$ cat config.mk
export PLATFORM = sky130hd
export DESIGN_NAME = spi_ram
export DESIGN_NICKNAME = d
export VERILOG_FILES = /design/src/rtl/slave_shared_pkg.sv /design/src/rtl/spi_ram.sv
export SDC_FILE = /design/constraint.sdc
export NUM_CORES = 2
export LEC_CHECK = 0
export BUFFER_PORTS_ARGS = -buffer_cell sky130_fd_sc_hd__buf_2
export CORE_ASPECT_RATIO = 0.8
export CORE_MARGIN = 3
export CORE_UTILIZATION = 25
export DETAILED_ROUTE_END_ITERATION = 16
export HOLD_SLACK_MARGIN = 0.05
export PLACE_DENSITY = 0.48
export SLEW_MARGIN = 40
export SYNTH_ARGS = -nofsm -noshare
export SYNTH_HDL_FRONTEND = slang
export SYNTH_SLANG_ARGS = --single-unit
export TNS_END_PERCENT = 5
$ cat constraint.sdc
create_clock -name clk -period 2.2 [get_ports clk]
set_input_delay 0 -clock clk [delete_from_list [all_inputs] [get_ports clk]]
set_output_delay 0 -clock clk [all_outputs]
set_load 0.02 [all_outputs]
$ cat src/rtl/slave_shared_pkg.sv
// Shared definitions for the SPI slave and the memory stage behind it:
// frame geometry, command encoding and address/word types.
package slave_shared_pkg;

  localparam int ADDR_SIZE = 8;
  localparam int MEM_DEPTH = 2 ** ADDR_SIZE;

  typedef enum logic [1:0] {
    WR_ADDR = 2'b00,
    WR_DATA = 2'b01,
    RD_ADDR = 2'b10,
    RD_DATA = 2'b11
  } cmd_e;

  typedef logic [ADDR_SIZE-1:0] addr_t;
  typedef logic [ADDR_SIZE-1:0] word_t;

endpackage

$ cat src/rtl/spi_ram.sv
// Single-port memory stage behind the SPI slave: executes one address-latch,
// write or read command per valid frame and returns read data to the slave.
module spi_ram
  import slave_shared_pkg::*;
#(
  parameter int MEM_DEPTH = slave_shared_pkg::MEM_DEPTH,
  parameter bit AUTO_INC  = 1'b0
) (
  input  logic                 clk,
  input  logic                 rst_n,
  input  logic [ADDR_SIZE+1:0] din,
  input  logic                 rx_valid,
  output word_t                dout,
  output logic                 tx_valid,
  output logic                 cmd_err
);

  // Address wrap relies on the natural overflow of addr_t.
  if (MEM_DEPTH != 2 ** ADDR_SIZE) begin : g_depth_check
    $error("spi_ram: MEM_DEPTH must equal 2**ADDR_SIZE");
  end

  cmd_e  cmd;
  addr_t payload;
  addr_t wr_addr;
  addr_t rd_addr;
  logic  rd_armed;
  word_t mem [MEM_DEPTH];

  assign cmd     = cmd_e'(din[ADDR_SIZE+1:ADDR_SIZE]);
  assign payload = din[ADDR_SIZE-1:0];

  // NOTE: the array has no reset so it can map onto block RAM; contents
  // survive rst_n and only WR_DATA ever changes them.
  always_ff @(posedge clk) begin
    if (rx_valid && cmd == WR_DATA) begin
      mem[wr_addr] <= payload;
    end
  end

  // NOTE: all state here uses non-blocking assignments so every register
  // sees pre-edge values, e.g. the read below uses rd_addr as it stood.
  always_ff @(posedge clk or negedge rst_n) begin
    if (!rst_n) begin
      wr_addr  <= '0;
      rd_addr  <= '0;
      rd_armed <= 1'b0;
      dout     <= '0;
      tx_valid <= 1'b0;
      cmd_err  <= 1'b0;
    end else begin
      tx_valid <= 1'b0;
      cmd_err  <= 1'b0;
      if (rx_valid) begin
        case (cmd)
          WR_ADDR: wr_addr <= payload;
          WR_DATA: if (AUTO_INC) wr_addr <= wr_addr + 1'b1;
          RD_ADDR: begin
            rd_addr  <= payload;
            rd_armed <= 1'b1;
          end
          RD_DATA: begin
            // Unarmed reads still return mem[0] (rd_addr resets to 0).
            dout     <= mem[rd_addr];
            tx_valid <= 1'b1;
            cmd_err  <= ~rd_armed;
          end
          default: ;
        endcase
      end
    end
  end

  a_cmd_known : assert property (@(posedge clk) disable iff (!rst_n)
    rx_valid |-> !$isunknown(din[ADDR_SIZE+1:ADDR_SIZE]));

endmodule

==> impl_metrics.tcl <==
set metrics [dict create \
    grt_pass1_wl_mm 340 \
    p_per_area_nw_per_um2 943 \
    numClockSinks 2075 \
    fin_nets 4971 \
    pin_count 23 \
    worstPathRequired_ns 2.92 \
    r2r-end "dout[6]" \
    drt_iter0_drc 4931 \
    ir_drop_v 0.000606 \
    critPathLaunchType "flop" \
    ys_top_cells_by_area "edfxtp_1 75%, mux4_2 7.8%, mux2i_1 4.5%" \
    rows 187 \
    wirelength_mm 240 \
    async_reset_ff_share_pct 1.30 \
    die_width_um 645 \
    skew_ns 0.0558 \
    rsz0062_at_grt "true" \
    holdPathEnd "mem[132][7]" \
    die_h_um 517 \
    clk_path_buf_depth 4 \
    ys.flop_type "edfxtp_1" \
    cts_buffers 209 \
    dpl.hpwl_mm 156 \
    fillers 31407 \
    grt_start_max_net_pins 110 \
    cts_tree "yes" \
    whs_path_depth 2 \
    period_minus_slack_ns 2.88 \
    final_cell_area_um2 102000 \
    relSlewSlack_pct 50.7 \
    worstHoldPathType "primary input to flop" \
    status "complete, but fails checks" \
    r2r-start "rd_addr[0]" \
    clkSlewWorstSetupHoldPaths_ns 0.06 \
    htreeDepth 4 \
    multi_input_area_um2 18700 \
    criticalPathCategory "flop to flop" \
    yosysTopAreaCell "edfxtp_1" \
    hold_violations 0 \
    syn_nets 4056 \
    antenna_found_initial 16 \
    dieArea_um2 333000 \
    setup_slack_ns -0.677 \
    cap_violations 0 \
    cp.arrival_ns 3.60 \
    drv_slew 0 \
    synth_enable_flop_cells 2048 \
    rr_worst_depth 10 \
    finalCritPeriodShare_pct 131 \
    cp-end-kind "flop" \
    yosysWarnings 0 \
    routed_via_density 4.64 \
    io_buffer_count 22 \
    grt-ovfl-total 0 \
    syn_inst 4043 \
    fmax_mhz 348 \
    drtAntennaViolNets 0 \
    grt_use_total_pct 14.1 \
    leakage_uw 0.0336 \
    routedWlPerCell_um 25.4 \
    ys_ff_latch 2075 \
    synth_seq_area_share_pct 76.2 \
    rrSetupSlack_ns -0.68 \
    core-area_um2 325000 \
    synth_common_cells "2,048 x edfxtp_1, 363 x mux2i_1, 284 x mux4_2" \
    syn_area_per_cell_um2 20.2 \
    clk_latency_ns 0.87 \
    violations "setup timing" \
    ctsRootBufferMaster "clkbuf_16" \
    regArea_um2 62200 \
    worst_slew_pin_slew_ns 0.740 \
    min-delay-start "din[7]" \
    synthesis.area_um2 81600 \
    drive_gt1_share_pct 34.4 \
    vias 43945 \
    finalSetupViolations 8 \
    synth_top_area_share_pct 75.3 \
    postPlaceCellArea_um2 92900 \
    dp_slack_ns -1.28 \
    yosysMostFrequentCell "edfxtp_1" \
    yosys.cell_types.count 68 \
    start_util_pct 25.1 \
    critPathMaxFanout 8 \
    drc 0 \
    drt_pass1_iterations 6 \
    place_congestion 0.832 \
    grt_pass1_vias 43911 \
    syn_to_final_growth_pct 25.2 \
]
[per-stage QoR]
| step | TNS, ns | total power [µW] | instances | util, % | hold WS, ns |
|---|---|---|---|---|---|
| final | -5.10 | 96400 | 9474 | 31.5 | 0.120 |
| after global routing | -5.69 | 99600 | 9470 | 31.5 | 0.0951 |
| after floorplan | -0.208 | 52600 | 4043 | - | -0.296 |
| after CTS | -5.49 | 96600 | 9436 | 31.2 | 0.0663 |
| after detailed placement | -9.09 | 59900 | 8990 | 28.6 | 0.116 |
| after global placement | -19.05 | 59800 | 8989 | 28.6 | 0.115 |
[logic make-up after synthesis]
logic type | Yosys count | synth area share (%)
buffers and inverters | 254 | 2.47
multiplexers | 742 | 14.7
AO/OA/AOI/OAI | 462 | 4.04
AND/OR/NAND/NOR | 510 | 2.65
flip-flops | 2075 | 76.2
[worst max-delay path: stages (launching register included)]
cell and delay [ns]:
dfrtp_4 0.46, buf_12 0.17, buf_16 0.15, buf_12 0.14
mux4_2 0.51, mux2_4 0.32, a221oi_4 0.42, a211oi_4 0.10
o2111ai_2 0.20, buf_6 0.16, o311ai_4 0.08
[layer usage]
layer / GRT usage [%] / share of wire (%) / vias to the layer above
met5: 0 / 0 / -
met4: 2.70 / 1.7 / 0
met3: 2.25 / 6.9 / 266
met2: 20.6 / 43 / 1466
met1: 21.9 / 48 / 23558
li1: - / - / 18655
[worst max-delay path by stage]
stage,startpoint,to,slack (ns),cells past startpoint
2_1_floorplan,rd_addr[0],dout[5],-0.03,9
3_3_place_gp,rd_addr[1],dout[0],-1.29,11
3_5_place_dp,rd_addr[1],dout[4],-1.28,11
4_1_cts,rd_addr[0],dout[6],-0.70,10
5_1_grt,rd_addr[1],dout[0],-0.74,13
6_report,rd_addr[0],dout[6],-0.68,10
[flip-flops by register name, summed over array words and instances, names as in the netlist]
name / count
rd_armed: 1
tx_valid: 1
wr_addr: 8
dout: 8
mem: 2048
rd_addr: 8
cmd_err: 1
[where the power goes]
| part | leakage, µW | internal, µW | switching, µW |
|---|---|---|---|
| clock | 0.00325 | 20200 | 15100 |
| combinational | 0.0116 | 7640 | 9560 |
| sequential | 0.0187 | 43600 | 300 |
| total | 0.0336 | 71400 | 25000 |
[cell type report]
cell class | instances | area share, %
Clock buffer | 258 | 5.40
Inverter | 4 | 0.0184
Clock inverter | 118 | 1.08
Sequential cell | 2075 | 60.9
Timing Repair Buffer | 954 | 9.00
Antenna cell | 4 | 0.00980
Tap cell | 4347 | 5.32
Multi-Input combinational cell | 1714 | 18.3
[layout by cell type (no fill, tap or decap), types with 11 or more instances in the layout]
cell type,instances
a2111oi_2,21
a211oi_1,32
a211oi_2,11
a21oi_1,57
a21oi_2,20
a221oi_1,14
a221oi_4,14
buf_12,101
buf_16,20
buf_2,14
buf_4,753
buf_6,29
buf_8,13
bufinv_16,21
clkbuf_1,43
clkbuf_16,216
clkinv_1,47
clkinv_2,40
dfrtp_1,23
dlygate4sd3_1,17
edfxtp_1,2048
mux2_2,24
mux2_4,13
mux2i_1,354
mux4_1,44
mux4_2,298
nand2_1,116
nand3_1,29
nand4_1,11
nor2_1,257
nor2_2,12
o21ai_0,24
o21ai_1,16
o221ai_1,54
o221ai_2,21
o22ai_1,99
[what timing repair did]
| item | in CTS | in global routing |
|---|---|---|
| setup buffers | 49 | 36 |
| endpoints found under the hold margin | 2102 | 0 |
| resized for setup | 189 | 124 |
| endpoints found under the setup margin | 99 | 564 |
| hold buffers | 18 | 0 |
| gates cloned | 8 | 3 |
| pin swaps | 38 | 56 |
Note: power is estimated with default switching activity, not from simulation.
